**src/rtl/bound_flasher_ctrl.sv**
```systemverilog
// Control FSM for the bound flasher. It issues the per-cycle count command that walks
// the downstream lamp counter through 0->16->5->11->0->6->0, with flick-driven kickback.
module bound_flasher_ctrl #(
  parameter int CNT_W   = 5,
  parameter int TOP1    = 16,
  parameter int FLOOR1  = 5,
  parameter int TOP2    = 11,
  parameter int TOP3    = 6,
  parameter int KICK_LO = 6,
  parameter int KICK_HI = 11
) (
  input  logic             clk,
  input  logic             rst_n,
  input  logic             tick,
  input  logic             flick,
  input  logic             stop,
  input  logic [CNT_W-1:0] counter,
  output logic [1:0]       counter_state,
  output logic [CNT_W-1:0] counter_load,
  output logic             counter_load_en,
  output logic [2:0]       phase,
  output logic             busy
);

  typedef enum logic [2:0] {IDLE, UP1, DN1, UP2, DN2, UP3, DN3, KB} state_t;
  typedef enum logic [1:0] {CNT_DIS, CNT_UP, CNT_DOWN, CNT_HOLD} cmd_t;

  localparam logic [CNT_W-1:0] TOP1_V    = CNT_W'(TOP1);
  localparam logic [CNT_W-1:0] FLOOR1_V  = CNT_W'(FLOOR1);
  localparam logic [CNT_W-1:0] TOP2_V    = CNT_W'(TOP2);
  localparam logic [CNT_W-1:0] TOP3_V    = CNT_W'(TOP3);
  localparam logic [CNT_W-1:0] KICK_LO_V = CNT_W'(KICK_LO);
  localparam logic [CNT_W-1:0] KICK_HI_V = CNT_W'(KICK_HI);

  state_t           state, state_nxt;
  state_t           kb_ret, kb_ret_nxt;
  cmd_t             cmd;
  logic             kick;
  logic [CNT_W-1:0] kb_floor;

  // The command acts on the counter at the same edge the state moves, so every
  // boundary decision is made on the value the counter holds right now.
  always_comb begin
    state_nxt       = state;
    kb_ret_nxt      = kb_ret;
    cmd             = CNT_DIS;
    counter_load_en = 1'b0;
    kick            = flick && (counter == KICK_LO_V || counter == KICK_HI_V);
    kb_floor        = (kb_ret == UP1) ? '0 : FLOOR1_V;

    if (!rst_n) begin
      cmd = CNT_DIS;
    end else if (stop) begin
      counter_load_en = 1'b1;
      state_nxt       = IDLE;
    end else if (!tick) begin
      cmd = (state == IDLE) ? CNT_DIS : CNT_HOLD;
    end else begin
      case (state)
        IDLE: if (flick) begin cmd = CNT_UP; state_nxt = UP1; end
        UP1: begin
          if (kick) begin
            cmd = CNT_DOWN; kb_ret_nxt = UP1; state_nxt = KB;
          end else if (counter == TOP1_V) begin
            cmd = CNT_DOWN; state_nxt = DN1;
          end else cmd = CNT_UP;
        end
        DN1: if (counter == FLOOR1_V) begin cmd = CNT_UP; state_nxt = UP2; end
             else cmd = CNT_DOWN;
        UP2: begin
          if (kick) begin
            cmd = CNT_DOWN; kb_ret_nxt = UP2; state_nxt = KB;
          end else if (counter == TOP2_V) begin
            cmd = CNT_DOWN; state_nxt = DN2;
          end else cmd = CNT_UP;
        end
        DN2: if (counter == '0) begin cmd = CNT_UP; state_nxt = UP3; end
             else cmd = CNT_DOWN;
        UP3: if (counter == TOP3_V) begin cmd = CNT_DOWN; state_nxt = DN3; end
             else cmd = CNT_UP;
        DN3: if (counter == '0) begin cmd = CNT_DIS; state_nxt = IDLE; end
             else cmd = CNT_DOWN;
        KB:  if (counter == kb_floor) begin cmd = CNT_UP; state_nxt = kb_ret; end
             else cmd = CNT_DOWN;
        default: begin cmd = CNT_DIS; state_nxt = IDLE; end
      endcase
    end

    // Last line of defence against wrapping the counter past either end.
    if ((cmd == CNT_UP && counter == TOP1_V) || (cmd == CNT_DOWN && counter == '0))
      cmd = CNT_DIS;
  end

  always_ff @(posedge clk) begin
    if (!rst_n) begin
      state  <= IDLE;
      kb_ret <= UP1;
    end else begin
      state  <= state_nxt;
      kb_ret <= kb_ret_nxt;
    end
  end

  assign counter_state = cmd;
  assign counter_load  = '0;
  assign phase         = state;
  assign busy          = rst_n && (state != IDLE);

endmodule
```
**config.mk**
```make
export PLATFORM = sky130hd
export DESIGN_NAME = bound_flasher_ctrl
export DESIGN_NICKNAME = d
export VERILOG_FILES = /design/src/rtl/bound_flasher_ctrl.sv
export SDC_FILE = /design/constraint.sdc
export NUM_CORES = 1
export LEC_CHECK = 0
export CORE_MARGIN = 1
export CORE_UTILIZATION = 50
export CTS_CLUSTER_SIZE = 16
export DETAILED_ROUTE_END_ITERATION = 8
export DONT_BUFFER_PORTS = 1
export PLACE_DENSITY = 0.79
export SLEW_MARGIN = 20
export SYNTH_ARGS = -nofsm -noshare
export SYNTH_HDL_FRONTEND = slang
export SYNTH_SLANG_ARGS = --single-unit
```
**constraint.sdc**
```tcl
create_clock -name clk -period 2.2 [get_ports clk]
set_clock_uncertainty 0.1 [all_clocks]
set_input_delay 0.44 -clock clk [delete_from_list [all_inputs] [get_ports clk]]
set_output_delay 0.44 -clock clk [all_outputs]
set_load 0.01 [all_outputs]
```
Yosys cells after proc, flatten, opt, wreduce, memory -nomap -nowiden
Cells that the tools add are included.
Cells by class
  multiply operators: 0
  equal/unequal tests: 25
  divide/modulo/power cells: 0
  bitwise operators: 2
  add/sub/neg operators: 0
  reduce and logical (&&, ||, !) cells: 13
  shift operators: 0
  muxes and demuxes: 33
  magnitude comparators: 0
Operators by type and width (count)
  two-way mux 3 bit: 13
  two-way mux 2 bit: 14
  case mux 3 bit (8 select lines): 1
  != test 2 bit, second input constant: 8
  case mux 2 bit (8 select lines): 1
  == test 3 bit, second input constant: 4
  == test 5 x 3 -> 1 bit, second input constant: 2
  AND reduction 9 bit: 1
  == test 3 x 1 -> 1 bit, second input constant: 2
  == test 3 x 2 -> 1 bit, second input constant: 2
  != test 3 bit, second input constant: 2
  case mux 3 bit (2 select lines): 1
  == test 5 x 3 -> 1 bit: 1
  == test 5 x 4 -> 1 bit, second input constant: 1
  == test 5 bit, second input constant: 1
  logical NOT 5 bit: 1
  AND reduction 5 bit: 1
  logical AND 1 bit: 4
  logical NOT 3 bit: 1
  two-way mux 1 bit: 3
  nonzero test 3 bit: 1
  == test 2 x 1 -> 1 bit, second input constant: 1
  == test 2 bit, second input constant: 1
  logical OR 1 bit: 2
  3 further kinds: 4
Storage, ports and cells
  bits of input ports: 10
  register bits after elaboration: 6
  output and inout bits: 12
  ROM bits: 0
  bits in latches: 0
  word-level logic and storage cells: 75
  bits in writable memories: 0
  memories: 0

Longest topological paths before layout
Gate-level depths: netlist of the first run.
  depth after elaboration: 12
  depth in mapped cells: 6
  gate-level depth less buffers: 5

Worst setup path after synthesis of the first run
Ideal clock, no wire load.
  path kind: in2out
  from: input port counter[0]
  to: output port counter_state[0]
  slack: -0.381 ns
  stages: 6
  arrival: 2.041 ns
  required time: 1.660 ns
  cell sequence: buf_6 or3_4 a2111oi_4 nor2b_1 nor4_1 nor4_1
Between the ends
  cells in the longest elaborated chain, start to end: 12
Ends and longest elaborated chain
  from (decl): RTL line 17  | input logic [CNT_W-1:0] counter,
  == test 5 x 3 -> 1 bit / == test 5 x 4 -> 1 bit (equally long branches): RTL line 48, 79, 73
  logical OR 1 bit: RTL line 48  | kick = flick && (counter == KICK_LO_V || counter == KICK_HI_V);
  logical AND 1 bit: RTL line 48
  two-way mux 2 bit, on equally long branches: RTL line 71, 62
  case mux 2 bit (8 select lines): RTL line 59  | case (state)
  two-way mux 2 bit: RTL line 56  | end else if (!tick) begin
  two-way mux 2 bit: RTL line 53  | end else if (stop) begin
  two-way mux 2 bit: RTL line 51  | if (!rst_n) begin
  == test 2 x 1 -> 1 bit / == test 2 bit (equally long branches): RTL line 90  | if ((cmd == CNT_UP && counter == TOP1_V) || (cmd == CNT_DOWN && counter == '0))
  logical AND 1 bit: RTL line 90
  logical OR 1 bit: RTL line 90
  two-way mux 2 bit (*): RTL line 90
  to (decl): RTL line 18  | output logic [1:0] counter_state,
Every way passes the cells marked *; elsewhere a longest branch is shown, timed or not.

Worst setup path in the final report of the first run
  from: register kb_ret[1]
  to: output port counter_state[0]
Between the ends
  cells in the longest elaborated chain, start to end: 12
Ends and longest elaborated chain
  from (decl): RTL line 36  | state_t kb_ret, kb_ret_nxt;
  from (signal assigned): RTL line 100  | kb_ret <= kb_ret_nxt;
  == test 3 x 1 -> 1 bit (*): RTL line 49  | kb_floor = (kb_ret == UP1) ? '0 : FLOOR1_V;
  two-way mux 3 bit (*): RTL line 49
  == test 5 x 3 -> 1 bit (*): RTL line 83  | KB: if (counter == kb_floor) begin cmd = CNT_UP; state_nxt = kb_ret; end
  two-way mux 2 bit (*): RTL line 83
  case mux 2 bit (8 select lines) (*): RTL line 59
  two-way mux 2 bit (*): RTL line 56
  two-way mux 2 bit (*): RTL line 53
  two-way mux 2 bit (*): RTL line 51
  == test 2 x 1 -> 1 bit / == test 2 bit (equally long branches): RTL line 90
  logical AND 1 bit: RTL line 90
  logical OR 1 bit: RTL line 90
  two-way mux 2 bit (*): RTL line 90
Marked as above.

==> reports/metrics.yaml, run 1 <==
initial_core_util_pct: 57.4
end_kind: "primary output"
crit_chain: "or3_4, a2111oi_4, nor2b_2, nor4_2, nor4_2, buf_4"
violations: "negative setup slack"
drt-pass1-iter-count: 4
hold_slack_ns: 0.293
fillerInstances: 98
synthCells: 88
wl_per_cell_um: 16.9
synthArstFlopShare_pct: 0
cts_root_buf: "clkbuf_4"
dieWidth_um: 38.7
crit_type: "register to primary output"
grt_max_degree: 15
grt_pass1_vias: 749
syn-cell-area_um2: 672
grt_pass1_wl_um: 3300
synth_top_flop_cell: "dfxtp_1"
rsz0062_at_grt: "true"
p_leak_uw: 0.000293
power_density_nw_per_um2: 281
crit_family: "simple AND/OR/NAND/NOR gates"
hold_viol: 0
ir_drop_uv: 268
worstPathRequired_ns: 1.66
finalCritPeriodShare_pct: 114
clockBufferDepth: 2
numCtsBuffers: 3
post_drt_via_cell_ratio: 6.43
cpPeakStageDelay_ns: 0.39
path_max_fanout: 3
coreArea_um2: 1170
fp.dieH_um: 38.7
clock_sinks: 4
totalWireLength_um: 1970
final_cell_mix: "16 x buf_4, 6 x nand2_1"
ys_warn_count: 0
hp-start: "rst_n"
insertedDiodeCount: 0
path_clk_slew_ns: 0.03
clkLatencyLatePin_ns: 0.23
crit_top_cell: "nor4_2"
grt_usage_pct: 32.4
syn_to_final_growth_pct: 23.8
post-route-drc-count: 0
synth_seq_cells: 4
setup_viol: 3
final_antenna_net_count: 0
synth_area_leaders: "dfxtp_1 12%, buf_4 5.6%, nor2b_1 5.6%, a2111oi_4 4.1%, nand3_1 3.7%"
outcome: "finished with violations"
place_congestion: 0.892
layout_commonest_cell: "buf_4"
hpwl_um: 1500
nets: 115
start_kind: "register"
synth_area_per_cell_um2: 7.64
path_buf_inv: 1
fin_ws_ns: -0.303
synth_top_area_share_pct: 11.9
multiInputGateArea_um2: 568
vias: 752
rows: 12
cts_max_level: 1
maxCapViolations: 0
place_inst: 113
drive_above_1_share_pct: 32.0
grt_antenna_before_repair: 0
synth.largest_area_cell: "dfxtp_1"
worstPathArrival_ns: 1.96
synth.distinct_cells: 44
final_max_slew_viol_count: 0
crit_slowest_cell: "or3_4"
seq_area_frac_synth_pct: 11.9
first_iter_violations: 15
overflow: 0
setup_tns_ns: -0.602
finalCriticalPeriod_ns: 2.50
hold_class: "primary input to register"
crit_path_start: "kb_ret[1]"
io_pins: 22
die_area_um2: 1490
cts_tree: "done"
fin_cells: 117
numPortBuffers: 0
rr_startpoint: "kb_ret[1]"
synth_edf_count: 0
fmax_mhz: 400
finish.utilization_pct: 71.0
final-seq-area_um2: 81.3
[flip-flops by register name, indices dropped and copies added (netlist names)]
| signal | flops |
|---|---|
| phase | 3 |
| kb_ret | 1 |
[final timing paths]
kind / endpoint / slack (ns) / cells past startpoint
setup / recovery: counter_state[0] / -0.30 / 6
hold / removal: kb_ret[1] / 0.29 / 1
setup reg to reg: phase[1] / -0.05 / 7
hold reg to reg: phase[0] / 0.57 / 2
[final cells by class]
cell class | instances | area share [%]
sequential | 4 | 9.77
timing repair buffer | 17 | 15.8
inverter | 3 | 1.35
tap | 14 | 2.11
multi-input combinational | 76 | 68.3
clock buffer | 3 | 2.71
[routing by layer]
metal	routed length (um)	GRT usage, %	part of all wire, %	vias to the layer above
met5	0	0	0	-
met4	17	19.0	0.86	0
met3	100	5.78	5.1	2
met2	1050	53.3	53	32
met1	804	38.7	41	354
li1	-	-	-	364
[metrics by stage]
step	worst slack, ns	power, uW	cell area [um^2]
finish	-0.303	233	832
global route	-0.391	247	832
CTS	-0.321	239	831
detailed placement	-0.225	142	786
global placement	-0.152	140	786
floorplan	-0.214	132	712
[synthesized netlist by cell type, drive strengths merged, types with 2 or more instances]
cell	count
nor4b	2
nor2	3
o21ai	7
dfxtp	4
nor4	3
a311oi	2
nand3	5
and2	3
nor3	3
or3	2
a31o	2
a2111o	2
o211ai	2
nor2b	6
nand2	6
clkbuf	3
nor3b	3
a21oi	2
inv	3
buf	6
[power by group]
part	leakage (uW)	total, uW	switching [uW]	internal [uW]
sequential	0.0000328	76.1	2.34	73.8
combinational	0.000246	69.7	35.9	33.8
clock	0.0000138	87.6	26.8	60.8
total	0.000293	233	65.1	168
[cells by family after synthesis]
logic type      after synthesis  share of synthesized area, %
other cells                   1                         0.558
mux                           1                          1.49
compound gates               28                          36.9
flops                         4                          11.9
buf+inv                      12                          10.6
simple gates                 42                          38.5
[what timing repair did]
action / 4_1_cts / 5_1_grt
gates resized for setup: 3 / 2
hold buffers: 0 / 0
buffers inserted: 1 / 1
cloned: 0 / 0
setup endpoints to repair: 3 / 4
pin swaps: 0 / 1
endpoints found under the hold margin: 0 / 0
[worst register-to-register path: stages, from the launching register on]
cell	delay (ns)
dfxtp_2	0.31
or3_4	0.39
a2111oi_4	0.35
buf_4	0.18
o211ai_4	0.09
buf_6	0.15
o311a_1	0.34
a41o_1	0.23
Power figures use the tool's default switching activity.
==> run 2: changes to the inputs <==
- CAP_MARGIN: not set -> 20
- CORE_UTILIZATION: 50 -> 38
- PLACE_DENSITY: 0.79 -> 0.65
==> run 2 against run 1 <==
  * The flow still finishes with violations (negative setup slack)
  * Global-route usage down 11 points
  * Count of clock-buffer cells in the layout unchanged
  * Maximum frequency up 1.2%
  * Power up 0.71%
  * Combinational power up 3%
  * Critical path depth unchanged
  * Sequential cell count unchanged
  * Core utilization down 16 points
  * Via count up 0.93%
  * Critical path type unchanged
  * First-iteration DRC count up 53%
==> reports/metrics.yaml, run 2 (same netlist as run 1, synthesis figures left out) <==
start_kind: "register"  # unchanged
grt_usage_pct: 20.9  # was 32.4%
grt_max_degree: 13  # was 15
hold_depth: 1  # unchanged
path_clk_slew_ns: 0.03  # about the same
initial_core_util_pct: 42.6  # was 57.4%
worstPathArrival_ns: 1.93  # was 1.96 ns
outcome: "finished with violations"  # unchanged
p_leak_uw: 0.000308  # was 0.000293 uW
finalCritPeriodShare_pct: 112  # was 114%
place_area_um2: 811  # was 786 um^2
violations: "negative setup slack"  # unchanged
syn_to_final_growth_pct: 28.9  # was 23.8%
fin_ws_ns: -0.274  # was -0.303 ns
finalCriticalPeriod_ns: 2.47  # was 2.50 ns
busiest_layer: "met2"  # unchanged
layout_commonest_cell: "buf_4"  # unchanged
hpwl_um: 1510  # was 1500 um
met3_usage_pct: 1.63  # was 5.78%
post-route-drc-count: 0  # unchanged
crit_type: "register to primary output"  # unchanged
wl_per_cell_um: 15.4  # was 16.9 um
rows: 14  # was 12
power_density_nw_per_um2: 272  # was 281 nW/um^2
insertedDiodeCount: 0  # unchanged
grt.met1_usage_pct: 29.3  # was 38.7%
setup_tns_ns: -0.593  # was -0.602 ns
ir_drop_uv: 210  # was 268 uV
die_area_um2: 1940  # was 1490 um^2
hold_class: "primary input to register"  # unchanged
numPortBuffers: 0  # unchanged
end_kind: "primary output"  # unchanged
coreArea_um2: 1580  # was 1170 um^2
final_antenna_net_count: 0  # unchanged
maxCapViolations: 0  # unchanged
grt_pass1_wl_um: 3140  # was 3300 um
setup_viol: 3  # unchanged
grt_util_met2_pct: 34.7  # was 53.3%
cts_max_level: 1  # unchanged
worstPathRequired_ns: 1.66  # about the same
drt-pass1-iter-count: 6  # was 4
clock_sinks: 4  # unchanged
first_iter_violations: 23  # was 15
rsz0062_at_grt: "true"  # unchanged
finish.utilization_pct: 54.9  # was 71.0%
post_drt_via_cell_ratio: 6.22  # was 6.43
clkLatencyLatePin_ns: 0.23  # about the same
totalWireLength_um: 1880  # was 1970 um
vias: 759  # was 752
dieWidth_um: 44.1  # was 38.7 um
rr_startpoint: "kb_ret[1]"  # unchanged
fp.dieH_um: 44.1  # was 38.7 um
numCtsBuffers: 3  # unchanged
overflow: 0  # unchanged
cts_hold_repair.buffers: 0  # unchanged
hold_viol: 0  # unchanged
clockBufferDepth: 2  # unchanged
ff2ff_path_depth: 8  # was 7
path_max_fanout: 2  # was 3
largest_reg_flops: 3  # unchanged
hold_path_end: "kb_ret[1]"  # unchanged
io_pins: 22  # unchanged
grt_antenna_before_repair: 0  # unchanged
cts_tree: "done"  # unchanged
fmax_mhz: 404  # was 400 MHz
drive_above_1_share_pct: 34.0  # was 32.0%
nets: 118  # was 115
grt_pass1_vias: 705  # was 749
cts_root_buf: "clkbuf_4"  # unchanged
fin_area_um2: 866  # was 832 um^2
final_cell_mix: "18 x buf_4, 6 x nand2_1"  # was 16 x buf_4, 6 x nand2_1
final_max_slew_viol_count: 0  # unchanged
r2r_slack_ns: -0.09  # was -0.05 ns
rr_endpoint: "phase[1]"  # unchanged
hp-start: "rst_n"  # unchanged
place_congestion: 0.960  # was 0.892
==> run 2: cell count changes in the layout (fill, tap and decap cells not counted) <==
| cell | previous run | this run |
|---|---|---|
| buf_4 | 16 | 18 |
| buf_6 | 1 | 2 |
| nor2b_2 | 1 | 0 |
| nor2b_4 | 0 | 1 |
==> run 2: cell type report <==
cell class / instances / area [um^2]
fillers: 155 / 711
multi-input cells: 76 / 573
repair buffers: 20 / 158
flip-flops and latches: 4 / 81.3
clock buffers: 3 / 22.5
well taps: 16 / 20.0
inverters: 3 / 11.3
==> run 2: worst max-delay path by stage <==
stage          cells after the start          endpoint  slack, ns       start
6_report                           6  counter_state[0]      -0.27   kb_ret[1]
5_1_grt                            6  counter_state[0]      -0.34   kb_ret[1]
4_1_cts                            6  counter_state[0]      -0.28   kb_ret[1]
3_5_place_dp                       7  counter_state[0]      -0.17  counter[2]
3_3_place_gp                       7  counter_state[0]      -0.13  counter[2]
2_1_floorplan                      6  counter_state[0]      -0.21  counter[0]
==> run 2: worst max-delay path, cell delays in order, from the launching register on <==
cell,delay [ns]
dfxtp_2,0.31
or3_4,0.39
a2111oi_4,0.33
nor2b_4,0.20
nor4_2,0.06
nor4_2,0.25
buf_4,0.16
==> run 2: repair_timing <==
item                                    4_1_cts  5_1_grt
buffers inserted                              0        1
resized for setup                             2        4
pin swaps                                     1        0
endpoints found under the setup margin        2        4
==> run 2: metrics by stage <==
step / hold slack (ns) / setup slack [ns] / power, uW / std cells
floorplan: 0.418 / -0.214 / 132 / 92
global placement: 0.503 / -0.130 / 143 / 118
detailed placement: 0.485 / -0.172 / 143 / 118
global route: 0.267 / -0.343 / 249 / 122
finish: 0.255 / -0.274 / 235 / 122
CTS: 0.248 / -0.281 / 236 / 121
==> run 2: power by group <==
part / total [uW] / switching, uW / leakage, uW / internal (uW)
clock: 87.2 / 26.5 / 0.0000138 / 60.7
sequential: 76.2 / 2.40 / 0.0000328 / 73.8
combinational: 71.7 / 35.0 / 0.000262 / 36.8
total: 235 / 63.8 / 0.000308 / 171
==> run 2: per-layer routing <==
layer / vias to the layer above / share of wire (%)
met2: 31 / 50
met3: 0 / 7.0
met5: - / 0
met4: 0 / 0
met1: 358 / 43
li1: 370 / -
==> run 3: changes to the inputs <==
- MAX_ROUTING_LAYER: not set -> met4
==> run 3 against run 2 <==
  * Sequential power about the same
  * Routed wire length increased by 1.2%
  * Die area unchanged
  * Critical path type unchanged
  * Maximum frequency about the same
  * Power about the same
  * Highest routed layer unchanged
  * Non-clock buffer count unchanged
  * Count of clock-buffer cells in the layout unchanged
  * Combinational power about the same
  * Critical path depth unchanged
  * First-iteration DRC count decreased by 39%
  * The run still ends with negative setup slack left
  * Global-route usage increased by 0.73 points
==> reports/metrics.yaml, run 3 (same netlist as run 1, synthesis figures left out) <==
nets: 118  # unchanged
clockBufferDepth: 2  # unchanged
wl_per_cell_um: 15.6  # was 15.4 um
p_clk_share_pct: 37.1  # about the same
clkLatencyLatePin_ns: 0.23  # about the same
setup_viol: 3  # unchanged
io_pins: 22  # unchanged
hpwl_um: 1510  # unchanged
grt_max_degree: 13  # unchanged
cts_hold_repair.buffers: 0  # unchanged
fin_ws_ns: -0.273  # was -0.274 ns
syn_to_final_growth_pct: 28.9  # unchanged
layout_commonest_cell: "buf_4"  # unchanged
outcome: "finished with violations"  # unchanged
crit_top_cell: "nor4_2"  # unchanged
rows: 14  # unchanged
dieWidth_um: 44.1  # unchanged
final_max_slew_viol_count: 0  # unchanged
numCtsBuffers: 3  # unchanged
cts_tree: "done"  # unchanged
intPower_uw: 171  # about the same
drt-pass1-iter-count: 6  # unchanged
combPwrFrac_pct: 30.5  # about the same
fmax_mhz: 404  # about the same
place_congestion: 0.978  # was 0.960
worstPathArrival_ns: 1.93  # about the same
vias: 752  # was 759
overflow: 0  # unchanged
grt_pass1_vias: 707  # was 705
rsz0062_at_grt: "true"  # unchanged
grt_usage_pct: 21.7  # was 20.9%
path_clk_slew_ns: 0.03  # about the same
path_max_fanout: 2  # unchanged
place_ws_ns: -0.172  # unchanged
crit_chain: "or3_4, a2111oi_4, nor2b_4, nor4_2, nor4_2, buf_4"  # unchanged
cpPeakStageDelay_ns: 0.39  # about the same
hold_viol: 0  # unchanged
violations: "negative setup slack"  # unchanged
start_kind: "register"  # unchanged
power_density_nw_per_um2: 272  # about the same
hold_class: "primary input to register"  # unchanged
die_area_um2: 1940  # unchanged
numPortBuffers: 0  # unchanged
insertedDiodeCount: 0  # unchanged
post_drt_via_cell_ratio: 6.16  # was 6.22
crit_slowest_cell: "or3_4"  # unchanged
grt_antenna_before_repair: 0  # unchanged
final_antenna_net_count: 0  # unchanged
p_sw_share_pct: 27.1  # about the same
first_iter_violations: 14  # was 23
cts_max_level: 1  # unchanged
finalCritPeriodShare_pct: 112  # about the same
largest_reg_flops: 3  # unchanged
fp.dieH_um: 44.1  # unchanged
totalWireLength_um: 1910  # was 1880 um
end_kind: "primary output"  # unchanged
initial_core_util_pct: 42.6  # unchanged
finalCriticalPeriod_ns: 2.47  # about the same
ir_drop_uv: 210  # about the same
coreArea_um2: 1580  # unchanged
fillerInstances: 155  # unchanged
drive_above_1_share_pct: 34.0  # unchanged
worstPathRequired_ns: 1.66  # about the same
cts_root_buf: "clkbuf_4"  # unchanged
p_sw_uw: 63.8  # about the same
clock_sinks: 4  # unchanged
p_leak_uw: 0.000308  # unchanged
fin_total_pwr_uw: 235  # about the same
crit_type: "register to primary output"  # unchanged
final_cell_mix: "18 x buf_4, 6 x nand2_1"  # unchanged
post-route-drc-count: 0  # unchanged
power_frac_seq_pct: 32.4  # about the same
maxCapViolations: 0  # unchanged
grt_pass1_wl_um: 3150  # was 3140 um
[run 3: cell counts in the layout (fill, tap and decap cells not counted)]
Identical to the previous run, type by type.
[run 3: power by group through the flow]
stage	clock network, uW	registers [uW]	logic (uW)
finish	87.2	76.2	71.7
global route	94.6	76.6	78.3
CTS	92.6	76.2	67.5
detailed placement	0	77.2	65.9
global placement	0	77.1	65.8
floorplan	0	76.0	55.8
[run 3: path summary, 6_finish.rpt]
path                      endpoint  depth (start not counted)  slack [ns]  startpoint
setup / recovery  counter_state[0]                          6       -0.27   kb_ret[1]
hold / removal           kb_ret[1]                          1        0.25       rst_n
hold reg to reg          kb_ret[1]                          3        0.54   kb_ret[1]
setup reg to reg          phase[1]                          8       -0.09   kb_ret[1]
[run 3: cell type report]
type	count	area, um^2	share of cell area (%)
repair buffers	20	158	18.2
clock buffers	3	22.5	2.60
well taps	16	20.0	2.31
multi-input cells	76	573	66.2
flip-flops and latches	4	81.3	9.39
inverters	3	11.3	1.30
[run 3: worst max-delay path, delay by kind of cell (launching register included)]
kind,cells,cell delay [ns]
flip-flops,1,0.31
AND/OR/NAND/NOR,4,0.90
AO/OA/AOI/OAI,1,0.33
buffers and inverters,1,0.16
[run 3: stage by stage]
step,hold slack (ns),util [%],TNS [ns],cells,area (um^2)
global placement,0.503,51.4,-0.264,118,811
detailed placement,0.485,51.4,-0.378,118,811
finish,0.255,54.9,-0.592,122,866
floorplan,0.418,-,-0.396,92,712
CTS,0.248,53.6,-0.518,121,845
global route,0.267,54.9,-0.902,122,866
[run 3: timing repair]
| action | CTS | global route |
|---|---|---|
| gates cloned | 0 | 0 |
| setup buffers | 0 | 1 |
| pin swaps | 1 | 0 |
| endpoints found under the setup margin | 2 | 4 |
| resized for setup | 2 | 4 |
[run 3: routing by layer]
layer | routed length (um) | share of wire [%] | GRT usage [%]
met1 | 881 | 46 | 29.6
met2 | 941 | 49 | 34.7
met3 | 81 | 4.3 | 1.63
met4 | 0 | 0 | 5.45
met5 | 0 | 0 | -
